===== src/rtl/tetris_axi_pkg.sv =====
// Shared types and helpers for the AXI4-Lite to tetromino BRAM bridge.
// Holds the FSM encoding, AXI response codes and byte-address decode helpers.
package tetris_axi_pkg;

  localparam int unsigned STATE_W = 3;

  typedef enum logic [STATE_W-1:0] {
    ST_IDLE       = 3'd0,
    ST_WR_COLLECT = 3'd1,
    ST_WR_EXEC    = 3'd2,
    ST_WR_RESP    = 3'd3,
    ST_RD_EXEC    = 3'd4,
    ST_RD_RESP    = 3'd5
  } state_t;

  localparam logic [1:0] RESP_OKAY   = 2'b00;
  localparam logic [1:0] RESP_SLVERR = 2'b10;

  // Byte address to word index; the two byte-lane bits are dropped.
  function automatic logic [31:0] addr_to_index(input logic [31:0] byte_addr);
    return byte_addr >> 2;
  endfunction

  // In range only if no index bits above awidth are set and the word exists.
  function automatic logic addr_in_range(input logic [31:0] byte_addr,
                                         input int unsigned awidth,
                                         input int unsigned depth);
    logic [31:0] word_idx;
    word_idx = addr_to_index(byte_addr);
    return ((word_idx >> awidth) == 32'd0) && (word_idx < depth);
  endfunction

endpackage


===== src/rtl/axi4_lite_bram_bridge_if.sv =====
// AXI4-Lite slave-side bundle for the tetromino BRAM bridge.
// The bridge connects through the slave modport; a host or bench uses master.
interface axi4_lite_bram_bridge_if #(
  parameter int unsigned DWIDTH     = 32,
  parameter int unsigned AXI_AWIDTH = 8
);
  logic [AXI_AWIDTH-1:0] s_awaddr;
  logic                  s_awvalid;
  logic                  s_awready;

  logic [DWIDTH-1:0]     s_wdata;
  logic [DWIDTH/8-1:0]   s_wstrb;
  logic                  s_wvalid;
  logic                  s_wready;

  logic [1:0]            s_bresp;
  logic                  s_bvalid;
  logic                  s_bready;

  logic [AXI_AWIDTH-1:0] s_araddr;
  logic                  s_arvalid;
  logic                  s_arready;

  logic [DWIDTH-1:0]     s_rdata;
  logic [1:0]            s_rresp;
  logic                  s_rvalid;
  logic                  s_rready;

  modport slave (
    input  s_awaddr, s_awvalid,
    output s_awready,
    input  s_wdata, s_wstrb, s_wvalid,
    output s_wready,
    output s_bresp, s_bvalid,
    input  s_bready,
    input  s_araddr, s_arvalid,
    output s_arready,
    output s_rdata, s_rresp, s_rvalid,
    input  s_rready
  );

  modport master (
    output s_awaddr, s_awvalid,
    input  s_awready,
    output s_wdata, s_wstrb, s_wvalid,
    input  s_wready,
    input  s_bresp, s_bvalid,
    output s_bready,
    output s_araddr, s_arvalid,
    input  s_arready,
    input  s_rdata, s_rresp, s_rvalid,
    output s_rready
  );

endinterface


===== src/rtl/axi4_lite_bram_bridge.sv =====
// AXI4-Lite slave that serialises single writes/reads onto BRAM port 1.
// Out-of-range indices and partial strobes complete with SLVERR and never touch the BRAM.
module axi4_lite_bram_bridge
  import tetris_axi_pkg::*;
#(
  parameter int unsigned DWIDTH     = 32,
  parameter int unsigned AWIDTH     = 4,
  parameter int unsigned MEM_DEPTH  = 10,
  parameter int unsigned AXI_AWIDTH = 8
) (
  input  logic              clk,
  input  logic              rst,
  axi4_lite_bram_bridge_if.slave s_axi,
  output logic [AWIDTH-1:0] addr1,
  output logic              ce1,
  output logic              we1,
  output logic [DWIDTH-1:0] d1,
  input  logic [DWIDTH-1:0] q1
);

  if (AXI_AWIDTH < AWIDTH + 2) begin : g_awidth_check
    $error("AXI_AWIDTH must be at least AWIDTH+2");
  end

  state_t                r_state;
  state_t                w_next_state;
  logic                  r_ready_en;
  logic                  r_aw_hit;
  logic                  r_w_hit;
  logic [AXI_AWIDTH-1:0] r_awaddr;
  logic [AXI_AWIDTH-1:0] r_araddr;
  logic [DWIDTH-1:0]     r_wdata;
  logic [DWIDTH/8-1:0]   r_wstrb;
  logic [1:0]            r_bresp;
  logic [1:0]            r_rresp;

  logic                  w_run;
  logic                  w_aw_hs;
  logic                  w_w_hs;
  logic                  w_ar_hs;
  logic                  w_aw_have;
  logic                  w_w_have;
  logic                  w_wr_legal;
  logic                  w_rd_legal;
  logic [AWIDTH-1:0]     w_wr_index;
  logic [AWIDTH-1:0]     w_rd_index;

  // Readies stay low while rst is high and for the first cycle after it.
  assign w_run = r_ready_en & ~rst;

  assign s_axi.s_awready = w_run & ~r_aw_hit &
                           ((r_state == ST_IDLE) | (r_state == ST_WR_COLLECT));
  assign s_axi.s_wready  = w_run & ~r_w_hit &
                           ((r_state == ST_IDLE) | (r_state == ST_WR_COLLECT));
  assign s_axi.s_arready = w_run & (r_state == ST_IDLE) &
                           ~(s_axi.s_awvalid | s_axi.s_wvalid);

  assign w_aw_hs   = s_axi.s_awvalid & s_axi.s_awready;
  assign w_w_hs    = s_axi.s_wvalid  & s_axi.s_wready;
  assign w_ar_hs   = s_axi.s_arvalid & s_axi.s_arready;
  assign w_aw_have = r_aw_hit | w_aw_hs;
  assign w_w_have  = r_w_hit  | w_w_hs;

  assign w_wr_index = AWIDTH'(addr_to_index(32'(r_awaddr)));
  assign w_rd_index = AWIDTH'(addr_to_index(32'(r_araddr)));
  assign w_wr_legal = addr_in_range(32'(r_awaddr), AWIDTH, MEM_DEPTH) && (r_wstrb == '1);
  assign w_rd_legal = addr_in_range(32'(r_araddr), AWIDTH, MEM_DEPTH);

  assign s_axi.s_bresp = r_bresp;
  assign s_axi.s_rresp = r_rresp;

  always_comb begin
    // NOTE: every output gets a default first so no path through the case infers a latch.
    w_next_state   = r_state;
    ce1            = 1'b0;
    we1            = 1'b0;
    addr1          = '0;
    d1             = '0;
    s_axi.s_bvalid = 1'b0;
    s_axi.s_rvalid = 1'b0;
    s_axi.s_rdata  = '0;
    case (r_state)
      ST_IDLE: begin
        if (w_aw_have && w_w_have)      w_next_state = ST_WR_EXEC;
        else if (w_aw_have || w_w_have) w_next_state = ST_WR_COLLECT;
        else if (w_ar_hs)               w_next_state = ST_RD_EXEC;
      end
      ST_WR_COLLECT: begin
        if (w_aw_have && w_w_have) w_next_state = ST_WR_EXEC;
      end
      ST_WR_EXEC: begin
        // A reset sampled in this cycle must not let the write through.
        if (w_wr_legal) begin
          ce1   = ~rst;
          we1   = ~rst;
          addr1 = w_wr_index;
          d1    = r_wdata;
        end
        w_next_state = ST_WR_RESP;
      end
      ST_WR_RESP: begin
        s_axi.s_bvalid = 1'b1;
        if (s_axi.s_bready) w_next_state = ST_IDLE;
      end
      ST_RD_EXEC: begin
        if (w_rd_legal) begin
          ce1   = ~rst;
          addr1 = w_rd_index;
        end
        w_next_state = ST_RD_RESP;
      end
      ST_RD_RESP: begin
        s_axi.s_rvalid = 1'b1;
        // q1 holds the fetched word: ce1 stays low until the bridge leaves this state.
        if (r_rresp == RESP_OKAY) s_axi.s_rdata = q1;
        if (s_axi.s_rready) w_next_state = ST_IDLE;
      end
      default: w_next_state = ST_IDLE;
    endcase
  end

  always_ff @(posedge clk) begin
    // NOTE: state registers use non-blocking assignments so all flops update together at the edge.
    if (rst) begin
      r_state    <= ST_IDLE;
      r_ready_en <= 1'b0;
      r_aw_hit   <= 1'b0;
      r_w_hit    <= 1'b0;
      r_bresp    <= RESP_OKAY;
      r_rresp    <= RESP_OKAY;
    end else begin
      r_state    <= w_next_state;
      r_ready_en <= 1'b1;
      if ((r_state == ST_WR_RESP) && s_axi.s_bready) begin
        r_aw_hit <= 1'b0;
        r_w_hit  <= 1'b0;
      end else begin
        if (w_aw_hs) r_aw_hit <= 1'b1;
        if (w_w_hs)  r_w_hit  <= 1'b1;
      end
      if (r_state == ST_WR_EXEC) r_bresp <= w_wr_legal ? RESP_OKAY : RESP_SLVERR;
      if (r_state == ST_RD_EXEC) r_rresp <= w_rd_legal ? RESP_OKAY : RESP_SLVERR;
    end
  end

  // NOTE: payload registers carry no reset; they are only read once the matching hit flag or state says they are valid.
  always_ff @(posedge clk) begin
    if (w_aw_hs) r_awaddr <= s_axi.s_awaddr;
    if (w_w_hs) begin
      r_wdata <= s_axi.s_wdata;
      r_wstrb <= s_axi.s_wstrb;
    end
    if (w_ar_hs) r_araddr <= s_axi.s_araddr;
  end

endmodule


===== src/flat_wrapper.sv =====
// flat-port wrapper written by rule: the top's interface ports become plain ports
module axi4_lite_bram_bridge_flat import tetris_axi_pkg::*;
#(
  parameter int unsigned DWIDTH     = 32,
  parameter int unsigned AWIDTH     = 4,
  parameter int unsigned MEM_DEPTH  = 10,
  parameter int unsigned AXI_AWIDTH = 8
)
  (clk, rst, addr1, ce1, we1, d1, q1, s_axi_s_awaddr, s_axi_s_awvalid, s_axi_s_awready, s_axi_s_wdata, s_axi_s_wstrb, s_axi_s_wvalid, s_axi_s_wready, s_axi_s_bresp, s_axi_s_bvalid, s_axi_s_bready, s_axi_s_araddr, s_axi_s_arvalid, s_axi_s_arready, s_axi_s_rdata, s_axi_s_rresp, s_axi_s_rvalid, s_axi_s_rready);
  axi4_lite_bram_bridge_if #(.DWIDTH(DWIDTH), .AXI_AWIDTH(AXI_AWIDTH)) s_axi_i ();
  input  logic clk;
  input  logic rst;
  output logic [AWIDTH-1:0] addr1;
  output logic ce1;
  output logic we1;
  output logic [DWIDTH-1:0] d1;
  input  logic [DWIDTH-1:0] q1;
  input wire logic [$bits(s_axi_i.s_awaddr)-1:0] s_axi_s_awaddr;
  input wire logic [$bits(s_axi_i.s_awvalid)-1:0] s_axi_s_awvalid;
  output wire logic [$bits(s_axi_i.s_awready)-1:0] s_axi_s_awready;
  input wire logic [$bits(s_axi_i.s_wdata)-1:0] s_axi_s_wdata;
  input wire logic [$bits(s_axi_i.s_wstrb)-1:0] s_axi_s_wstrb;
  input wire logic [$bits(s_axi_i.s_wvalid)-1:0] s_axi_s_wvalid;
  output wire logic [$bits(s_axi_i.s_wready)-1:0] s_axi_s_wready;
  output wire logic [$bits(s_axi_i.s_bresp)-1:0] s_axi_s_bresp;
  output wire logic [$bits(s_axi_i.s_bvalid)-1:0] s_axi_s_bvalid;
  input wire logic [$bits(s_axi_i.s_bready)-1:0] s_axi_s_bready;
  input wire logic [$bits(s_axi_i.s_araddr)-1:0] s_axi_s_araddr;
  input wire logic [$bits(s_axi_i.s_arvalid)-1:0] s_axi_s_arvalid;
  output wire logic [$bits(s_axi_i.s_arready)-1:0] s_axi_s_arready;
  output wire logic [$bits(s_axi_i.s_rdata)-1:0] s_axi_s_rdata;
  output wire logic [$bits(s_axi_i.s_rresp)-1:0] s_axi_s_rresp;
  output wire logic [$bits(s_axi_i.s_rvalid)-1:0] s_axi_s_rvalid;
  input wire logic [$bits(s_axi_i.s_rready)-1:0] s_axi_s_rready;
  assign s_axi_i.s_awaddr = s_axi_s_awaddr;
  assign s_axi_i.s_awvalid = s_axi_s_awvalid;
  assign s_axi_s_awready = s_axi_i.s_awready;
  assign s_axi_i.s_wdata = s_axi_s_wdata;
  assign s_axi_i.s_wstrb = s_axi_s_wstrb;
  assign s_axi_i.s_wvalid = s_axi_s_wvalid;
  assign s_axi_s_wready = s_axi_i.s_wready;
  assign s_axi_s_bresp = s_axi_i.s_bresp;
  assign s_axi_s_bvalid = s_axi_i.s_bvalid;
  assign s_axi_i.s_bready = s_axi_s_bready;
  assign s_axi_i.s_araddr = s_axi_s_araddr;
  assign s_axi_i.s_arvalid = s_axi_s_arvalid;
  assign s_axi_s_arready = s_axi_i.s_arready;
  assign s_axi_s_rdata = s_axi_i.s_rdata;
  assign s_axi_s_rresp = s_axi_i.s_rresp;
  assign s_axi_s_rvalid = s_axi_i.s_rvalid;
  assign s_axi_i.s_rready = s_axi_s_rready;
  axi4_lite_bram_bridge #(.DWIDTH(DWIDTH), .AWIDTH(AWIDTH), .MEM_DEPTH(MEM_DEPTH), .AXI_AWIDTH(AXI_AWIDTH)) u_core (.clk(clk), .rst(rst), .s_axi(s_axi_i), .addr1(addr1), .ce1(ce1), .we1(we1), .d1(d1), .q1(q1));
endmodule

===== config.mk =====
export PLATFORM = sky130hd
export DESIGN_NAME = axi4_lite_bram_bridge_flat
export DESIGN_NICKNAME = d
export VERILOG_FILES = /design/src/rtl/tetris_axi_pkg.sv /design/src/rtl/axi4_lite_bram_bridge_if.sv /design/src/rtl/axi4_lite_bram_bridge.sv /design/src/flat_wrapper.sv
export SDC_FILE = /design/constraint.sdc
export NUM_CORES = 1
export LEC_CHECK = 0
export BUFFER_PORTS_ARGS = -buffer_cell sky130_fd_sc_hd__clkbuf_2
export CORE_ASPECT_RATIO = 0.7
export CORE_MARGIN = 8
export CORE_UTILIZATION = 43
export CTS_BUF_LIST = sky130_fd_sc_hd__clkbuf_2 sky130_fd_sc_hd__clkbuf_4 sky130_fd_sc_hd__clkbuf_8
export CTS_CLUSTER_DIAMETER = 100
export DETAILED_ROUTE_END_ITERATION = 10
export PLACE_DENSITY = 0.83
export SLEW_MARGIN = 20
export SYNTH_ARGS = -nofsm -noshare
export SYNTH_HDL_FRONTEND = slang
export SYNTH_SLANG_ARGS = --single-unit

===== constraint.sdc =====
create_clock -name clk -period 2.9 [get_ports clk]
set_input_delay 0.29 -clock clk [delete_from_list [all_inputs] [get_ports clk]]
set_output_delay 0.29 -clock clk [all_outputs]
set_load 0.02 [all_outputs]

==> impl_metrics.csv, run 1 <==
group,metric,value,unit
floorplan,dieArea,0.008460,mm^2
synthesis,synth_edf_count,48,
power,power.total,0.001456,W
routing,first_iter_violations,82,
power,peakVddDrop,0.3762,mV
grt,grt_pass1_wl,10.12,mm
sta,worst_slew_pin_slew,0.8162,ns
synthesis,ys_seq_area_share,64.88,%
sta,setup_tns,0,ns
clock_network,cts_buffer_depth,2,
finish,area_growth,39.03,%
synthesis,synth_xor_area_share,0,%
floorplan,fp.dieW,106.6,um
setup_path,cp-start-kind,"flip-flop",
routing,drc,0,
hold_path,hold_depth,1,
routing,routed_via_density,4.680,
grt,grt_pass1_vias,1971,
flow_run,cap_violations,0,
floorplan,fp-row-count,23,
synthesis,synth_compound_area_share,4.612,%
grt,antenna_found_initial,0,
sta,fmax,394.1,MHz
finish,seq_area,0.001602,mm^2
sta,slew_violations,0,
finish,multi_input_area,787.0,um^2
sta,rsz0062_at_grt,"false",
sta,setup_viol,0,
floorplan,initial_core_util,43.77,%
run_status,status,"completed",
power,power.density,424.3,mW/mm^2
clock_network,cts_tree,"yes",
setup_path,cp.arrival,2.25,ns
clock_network,cts_setup_buffers,0,
routing,drt-total-wl,6.779,mm
synthesis,yosys.area_share.simple,25.54,%
synthesis,synth_mux_area_share,0.4055,%
setup_path,cp-end-kind,"primary output",
sta,fin_skew,0.009017,ns
routing,firstDrtPassIters,4,
clock_network,cts.repair.resized,0,
setup_path,critPathMaxFanout,15,
hold_path,hold_class,"in2reg",
sta,slew_headroom,45.59,%
synthesis,synth_area,0.002469,mm^2
sta,final.min_clock_period,2.538,ns
synthesis,synthAdderAreaFrac,1.014,%
floorplan,die_h,79.40,um
sta,hold_violations,0,
place,io_buffer_count,163,
synthesis,async_flop_share,0,%
synthesis,ys_ff_latch,56,
clock_network,cts_made_buffers,5,
clock_network,clk_latency,0.30,ns
grt,grt_start_max_net_pins,37,
synthesis,yosys_warnings,0,
finish,nNetsFinal,442,
synthesis,ys_types,35,
synthesis,synth_cells,190,
finish,layout-drive-gt1-share,50.86,%
routing,wl_per_cell,15.95,um
clock_network,clock-sinks,56,
clock_network,cts_max_level,2,
sta,min_period_over_period,87.50,%
synthesis,synth_top_family_by_area,"simple AND/OR/NAND/NOR gates",
routing,num_vias,1989,
synthesis,synth.avg_cell_area,12.99,um^2
setup_path,r2r_cells,4,
setup_path,worstSetupPathType,"reg2out",
finish,n_antenna_cell,0,
routing,ant_nets,0,
clock_network,hold_buffers,0,
power,leakage,1.738,nW
clock_network,clk_pin_slew,0.10,ns
grt,grt-ovfl-total,0,
place,dpl.hpwl,5.591,mm
clock_network,cts-root-buf,"clkbuf_8",
grt,track_usage,15.00,%
setup_path,required,2.61,ns
floorplan,core,0.005640,mm^2
floorplan,boundaryPins,170,
finish,final.fill_count,473,
synthesis,synth_ff_type,"edfxtp_1",
place,routabilityCongestion,0.7932,
## layer usage
layer | track usage, % | vias up | wire length, um
met1 | 18.03 | 920 | 2780
met3 | 3.710 | 4 | 371
li1 | - | 1006 | -
met5 | 0 | - | 0
met2 | 26.42 | 59 | 3570
met4 | 3.776 | 0 | 57
## logic make-up after synthesis
family          count (synthesis)
simple gates                   94
compound gates                 17
fa+ha+maj                       2
flops                          56
mux                             1
buf+inv                        19
other cells                     1
## report_power, final
part           switching (W)  internal [W]  leakage [nW]
logic              0.0000548     0.0000603          1.18
clock network       0.000233      0.000196        0.0516
registers          0.0000121      0.000901         0.504
total               0.000300       0.00116          1.74
## metrics by stage
| step | worst slack, ns | instances | hold slack [ns] | util, % | area (um^2) |
|---|---|---|---|---|---|
| finish | 0.3624 | 425 | 0.1577 | 60.85 | 3432 |
| global route | 0.09074 | 425 | 0.1328 | 60.85 | 3432 |
| CTS | 0.3288 | 425 | 0.1514 | 60.85 | 3432 |
| detailed placement | 0.6790 | 417 | 0.4686 | 59.14 | 3336 |
| global placement | 0.6655 | 417 | 0.4662 | 59.14 | 3336 |
| floorplan | 0.1958 | 191 | 0.3889 | - | 2472 |
## worst max-delay path, cell delays in order, from the launching register on
cell and delay (ns):
dfxtp_1 0.59, nor3b_1 0.29, and4b_1 0.50, buf_4 0.25, and2_1 0.15, clkbuf_2 0.17
## cells in the mapped netlist, drive strengths merged (2+ instances only)
cell | instances | area (um^2)
nor4 | 3 | 18.77
a21oi | 4 | 20.02
buf | 5 | 30.02
and3b | 2 | 17.52
clkbuf | 10 | 38.78
and3 | 32 | 200.2
nand4 | 2 | 12.51
and2 | 36 | 225.2
edfxtp | 48 | 1441
inv | 4 | 15.01
ha | 2 | 25.02
nor4b | 3 | 56.31
or3b | 2 | 20.02
dfxtp | 8 | 160.2
a211oi | 3 | 22.52
o21ai | 4 | 20.02
nor2 | 5 | 18.77
a22o | 4 | 35.03
## flip-flops by register name, summed over array words and instances (netlist names)
name	count
u_core.r_wdata	32
u_core.r_wstrb	4
u_core.r_awaddr	6
u_core.r_aw_hit	1
u_core.r_state	3
u_core.r_w_hit	1
u_core.s_axi.s_bresp	1
u_core.s_axi.s_rresp	1
u_core.r_araddr	6
u_core.r_ready_en	1
## path summary, 6_finish.rpt
| check | start | endpoint | slack [ns] |
|---|---|---|---|
| worst max-delay path | u_core.r_state[1]$_SDFFE_PP0P_ | d1[5] | 0.36 |
| worst min-delay path | s_axi_s_wdata[31] | u_core.r_wdata[31]$_DFFE_PP_ | 0.16 |
| worst max register to register | u_core.r_state[1]$_SDFFE_PP0P_ | u_core.r_wdata[0]$_DFFE_PP_ | 0.78 |
| worst min register to register | u_core.s_axi.s_bresp[1]$_SDFFE_PP0P_ | u_core.s_axi.s_bresp[1]$_SDFFE_PP0P_ | 0.55 |
## cell type report
cell class / count / share of cell area (%)
Sequential cell: 56 / 46.66
Timing Repair Buffer: 166 / 24.43
Multi-Input combinational cell: 116 / 22.93
Tap cell: 75 / 2.734
Clock buffer: 6 / 2.406
Inverter: 4 / 0.4375
Clock inverter: 2 / 0.4010
## layout by cell type (no fill, tap or decap), types with 3 or more instances in the layout
| cell | n |
|---|---|
| clkbuf_8 | 6 |
| inv_1 | 4 |
| and2_1 | 36 |
| and3_1 | 32 |
| a22o_1 | 4 |
| a211oi_1 | 3 |
| edfxtp_1 | 48 |
| nor4_1 | 3 |
| clkbuf_2 | 163 |
| nor2_1 | 5 |
| o21ai_0 | 4 |
| a21oi_1 | 4 |
| dfxtp_1 | 8 |
| buf_4 | 3 |
(Power assumes the default switching activity.)
==> run 2: changes to the inputs <==
- clock period: 2.9 -> 2.4 ns (I/O delays scaled with it)
==> impl_metrics.csv, run 2 (same netlist as run 1, synthesis figures left out) <==
group,metric,value,unit
grt,grt_start_max_net_pins,37,
finish,largest_register_ffs,32,
clock_network,cts_max_level,2,
sta,hold_violations,0,
sta,min_period_over_period,91.52,%
clock_network,cts_tree,"yes",
run_status,status,"completed",
hold_path,hold_path_end,"u_core.r_wdata[0]$_DFFE_PP_",
grt,grt-ovfl-total,0,
finish,seq_area,0.001604,mm^2
floorplan,boundaryPins,170,
grt,track_usage,15.80,%
sta,final.min_clock_period,2.197,ns
clock_network,clk_latency,0.30,ns
place,io_buffer_count,163,
routing,first_iter_violations,114,
sta,worst_slew_pin_slew,0.6948,ns
clock_network,clk_pin_slew,0.10,ns
setup_path,critPathMaxFanout,12,
sta,slew_headroom,53.63,%
sta,fin_skew,0.01238,ns
floorplan,fp-row-count,23,
grt,met3_usage,3.871,%
routing,ant_nets,0,
routing,firstDrtPassIters,4,
setup_path,required,2.16,ns
power,peakVddDrop,0.4520,mV
place,dpl.hpwl,5.628,mm
setup_path,worstSetupPathType,"reg2out",
finish,nNetsFinal,442,
finish,final.fill_count,496,
clock_network,cts-root-buf,"clkbuf_8",
finish,reg.largest.list,"u_core.r_wdata: 32 flops, u_core.r_araddr: 6 flops, u_core.r_awaddr: 6 flops",
sta,slew_violations,0,
setup_path,rrSetupSlack,0.46,ns
flow_run,cap_violations,0,
finish,area_growth,39.94,%
hold_path,hold_class,"in2reg",
floorplan,initial_core_util,43.77,%
floorplan,core,0.005640,mm^2
setup_path,cp_slowest_cell,"or3b_4",
power,leakage,1.738,nW
clock_network,cts_buffer_depth,2,
hold_path,hold_depth,1,
finish,n_antenna_cell,0,
sta,fin_hold_ws,0.1034,ns
grt,grt_pass1_wl,10.73,mm
sta,setup_tns,0,ns
setup_path,reg2reg_to,"u_core.r_state[0]$_SDFFE_PP0P_",
finish,final_cell_mix,"clkbuf_2, edfxtp_1, and2_1",
floorplan,die_h,79.40,um
routing,drt-total-wl,6.930,mm
setup_path,cp-start-kind,"flip-flop",
place,routabilityCongestion,0.8183,
grt,gr-usage-met2,28.34,%
clock_network,cts_made_buffers,5,
routing,drc,0,
setup_path,slowest_delay,0.48,ns
routing,routed_via_density,4.685,
routing,wl_per_cell,16.31,um
clock_network,cts_setup_buffers,0,
sta,rsz0062_at_grt,"false",
setup_path,r2r_cells,6,
sta,setup_viol,0,
setup_path,crit_chain,"or3b_4 -> nor4b_4 -> a22o_1 -> clkbuf_2",
clock_network,clock-sinks,56,
routing,num_vias,1991,
setup_path,rr_startpoint,"u_core.r_state[1]$_SDFFE_PP0P_",
power,power.density,505.9,mW/mm^2
setup_path,cp.arrival,1.96,ns
grt,use_met1,18.99,%
finish,layout-drive-gt1-share,51.71,%
finish,regMostFlops,"u_core.r_wdata",
floorplan,dieArea,0.008460,mm^2
finish,mostFrequentLayoutCell,"clkbuf_2",
setup_path,cp-end-kind,"primary output",
finish,multi_input_area,788.3,um^2
sta,fmax,455.3,MHz
grt,grt.busiest_layer,"met2",
grt,grt_pass1_vias,2044,
hold_path,min_from,"s_axi_s_wdata[0]",
floorplan,fp.dieW,106.6,um
grt,antenna_found_initial,0,
==> run 2: cell types whose count changed in the layout (fill, tap and decap cells not counted) <==
cell / change
buf_12: +2
buf_4: -2
dfxtp_1: -2
dfxtp_2: +2
and2_1: -1
and2_2: +1
clkbuf_8: -1
clkinvlp_4: +1
==> run 2: worst max-delay path: cells and delay by family, from the launching register on <==
| family | cells | cell delay [ns] |
|---|---|---|
| compound gates | 1 | 0.21 |
| flops | 1 | 0.42 |
| simple gates | 2 | 0.86 |
| buf+inv | 1 | 0.17 |
==> run 2: what timing repair did <==
| action | in CTS | in global routing |
|---|---|---|
| setup endpoints to repair | 0 | 36 |
| endpoints found under the hold margin | 0 | 0 |
| resized for setup | 0 | 2 |
| hold buffers | 0 | 0 |
==> run 2: power by group <==
group	internal (W)	switching (W)	total, W
Sequential	0.00109	0.0000146	0.00110
Combinational	0.0000751	0.0000676	0.000143
Clock	0.000208	0.000294	0.000502
Total	0.00137	0.000376	0.00175
==> run 2: worst max path at each step <==
stage / start / end / slack [ns] / depth (start not counted)
after detailed placement: u_core.r_state[1]$_SDFFE_PP0P_ / u_core.r_state[0]$_SDFFE_PP0P_ / 0.32 / 6
after global routing: u_core.r_awaddr[4]$_DFFE_PP_ / addr1[0] / 0.06 / 5
after floorplan: u_core.r_state[1]$_SDFFE_PP0P_ / u_core.r_wdata[0]$_DFFE_PP_ / 0.06 / 4
final: u_core.r_state[0]$_SDFFE_PP0P_ / addr1[0] / 0.20 / 4
after global placement: u_core.r_state[1]$_SDFFE_PP0P_ / u_core.r_state[0]$_SDFFE_PP0P_ / 0.41 / 6
after CTS: u_core.r_state[1]$_SDFFE_PP0P_ / addr1[0] / 0.06 / 5
==> run 2: per-layer routing <==
metal  share of wire, %  wire length, um
met4               0.45               31
met1                 41             2813
met5                  0                0
met2                 54             3741
met3                5.0              344
==> run 2: final cells by class <==
cell class              instances  area share, %
flip-flops and latches         56          46.43
multi-input cells             116          22.82
repair buffers                166          24.99
clock inverters                 3         0.6157
clock buffers                   5          1.992
well taps                      75          2.716
inverters                       4         0.4346
==> run 2: stage by stage <==
step           setup slack (ns)  power, W  utilization (%)  instances  instance area, um^2
2_1_floorplan           0.06121  0.001181                -        191                 2474
3_3_place_gp             0.4065  0.001260            59.61        417                 3362
3_5_place_dp             0.3234  0.001269            59.61        417                 3362
4_1_cts                 0.06450  0.001769            61.20        425                 3452
5_1_grt                 0.06138  0.001829            61.25        425                 3455
6_report                 0.2035  0.001748            61.25        425                 3455
==> run 3: changes to the inputs <==
- CORE_ASPECT_RATIO: 0.7 -> 1.1
==> impl_metrics.csv, run 3 (same netlist as run 1, synthesis figures left out) <==
group,metric,value,unit
run_status,status,"completed",
sta,fin_skew,0.009600,ns
setup_path,r2r_cells,6,
finish,final_area,0.003465,mm^2
setup_path,worstSetupPathType,"reg2out",
sta,min_period_over_period,91.44,%
place,dpl.hpwl,5.634,mm
finish,area_growth,40.34,%
routing,first_iter_violations,102,
finish,stdcell_count,427,
grt,grt_pass1_wl,10.23,mm
setup_path,cp-end-kind,"primary output",
grt,track_usage,15.82,%
routing,firstDrtPassIters,4,
sta,rsz0062_at_grt,"false",
grt,grt-ovfl-total,0,
place,routabilityCongestion,0.8546,
finish,post-route-util,61.21,%
floorplan,initial_core_util,43.61,%
sta,final.min_clock_period,2.195,ns
finish,reg.largest.list,"u_core.r_wdata: 32 flops, u_core.r_araddr: 6 flops, u_core.r_awaddr: 6 flops",
setup_path,rrSetupSlack,0.41,ns
setup_path,slowest_delay,0.52,ns
clock_network,cts-root-buf,"clkbuf_8",
routing,wl_per_cell,16.20,um
finish,regMostFlops,"u_core.r_wdata",
floorplan,core,0.005660,mm^2
floorplan,boundaryPins,170,
clock_network,cts_tree,"yes",
setup_path,cp.arrival,1.95,ns
finish,layout-drive-gt1-share,52.00,%
place,io_buffer_count,163,
routing,routed_via_density,4.761,
finish,n_antenna_cell,0,
clock_network,cts_made_buffers,5,
sta,slew_violations,0,
setup_path,crit_end,"addr1[0]",
clock_network,clk_latency,0.30,ns
clock_network,clk_pin_slew,0.10,ns
grt,antenna_found_initial,0,
finish,largest_register_ffs,32,
setup_path,rr_startpoint,"u_core.r_state[2]$_SDFFE_PP0P_",
setup_path,startpoint,"u_core.r_state[2]$_SDFFE_PP0P_",
clock_network,cts_max_level,2,
routing,drc,0,
floorplan,fp.dieW,88.25,um
place,dpl_cell_area,0.003364,mm^2
grt,grt_start_max_net_pins,37,
sta,worst_slew_pin_slew,0.6746,ns
place,pre_cts_ws,0.3210,ns
routing,ant_nets,0,
clock_network,cts_setup_buffers,0,
floorplan,fp-row-count,29,
sta,setup_viol,0,
setup_path,cp_slowest_cell,"dfxtp_1",
finish,final_cell_mix,"clkbuf_2, edfxtp_1, and2_1",
power,power.density,506.4,mW/mm^2
sta,hold_violations,0,
floorplan,dieArea,0.008424,mm^2
floorplan,die_h,95.47,um
clock_network,cts_buffer_depth,2,
sta,fin_ws,0.2054,ns
hold_path,hold_class,"in2reg",
routing,drt-total-wl,6.917,mm
sta,slew_headroom,54.98,%
clock_network,clock-sinks,56,
flow_run,cap_violations,0,
setup_path,reg2reg_to,"u_core.r_state[0]$_SDFFE_PP0P_",
setup_path,required,2.16,ns
routing,num_vias,2033,
sta,setup_tns,0,ns
grt,grt_pass1_vias,1988,
finish,nNetsFinal,442,
power,leakage,1.746,nW
setup_path,critPathMaxFanout,9,
finish,mostFrequentLayoutCell,"clkbuf_2",
sta,fmax,455.7,MHz
place,placed_cells,419,
power,peakVddDrop,0.3512,mV
setup_path,cp-start-kind,"flip-flop",
setup_path,crit_chain,"or3b_4 -> nor4b_4 -> a22o_1 -> clkbuf_2",
run 3: changes by cell type in the layout (fill, tap and decap cells not counted):
cell and change:
clkinv_4 +1, clkinv_2 -1, nor3b_1 -1, dfxtp_2 -1
clkbuf_4 +2, clkinvlp_4 -1, nor3b_2 +1, and4b_2 +1
and4b_1 -1, dfxtp_1 +1, inv_6 -1
run 3: how the worst min path moves through the flow:
stage,startpoint,to,depth (start not counted)
finish,s_axi_s_wdata[8],u_core.r_wdata[8]$_DFFE_PP_,1
global route,s_axi_s_wdata[8],u_core.r_wdata[8]$_DFFE_PP_,1
CTS,s_axi_s_wdata[20],u_core.r_wdata[20]$_DFFE_PP_,1
detailed placement,s_axi_s_wdata[20],u_core.r_wdata[20]$_DFFE_PP_,1
global placement,s_axi_s_wdata[30],u_core.r_wdata[30]$_DFFE_PP_,1
floorplan,s_axi_s_araddr[2],u_core.r_araddr[2]$_DFFE_PP_,0
run 3: power breakdown:
group / internal, W / leakage [nW] / switching (W)
Sequential: 0.00109 / 0.505 / 0.0000152
Combinational: 0.0000752 / 1.19 / 0.0000664
Clock: 0.000232 / 0.0493 / 0.000278
Total: 0.00140 / 1.75 / 0.000359
run 3: metal layers:
| metal | vias up | track usage [%] | share of wire, % |
|---|---|---|---|
| li1 | 1008 | - | - |
| met1 | 944 | 18.29 | 37 |
| met2 | 75 | 27.79 | 55 |
| met3 | 6 | 4.397 | 6.5 |
| met4 | 0 | 4.513 | 1.6 |
| met5 | - | 0 | 0 |
run 3: stage by stage:
stage | hold WS [ns] | total power [W]
6_report | 0.1088 | 0.001754
4_1_cts | 0.09849 | 0.001776
5_1_grt | 0.08114 | 0.001833
2_1_floorplan | 0.3389 | 0.001181
3_3_place_gp | 0.4169 | 0.001260
3_5_place_dp | 0.4189 | 0.001267
run 3: cell type report:
cell class	count	area, um^2
Timing Repair Buffer	166	863.3
Clock buffer	7	83.83
Clock inverter	1	8.758
Sequential cell	56	1603
Tap cell	77	96.34
Inverter	4	15.01
Fill cell	463	2196
Multi-Input combinational cell	116	794.5
run 3: critical path, delay by kind of cell, from the launching register on:
kind                   cells  cell delay (ns)
flip-flops                 1             0.52
AO/OA/AOI/OAI              1             0.19
AND/OR/NAND/NOR            2             0.80
buffers and inverters      1             0.16
run 3: what timing repair did:
| action | CTS | global route |
|---|---|---|
| endpoints found under the setup margin | 32 | 32 |
| hold buffers | 0 | 0 |
| resized for setup | 1 | 2 |
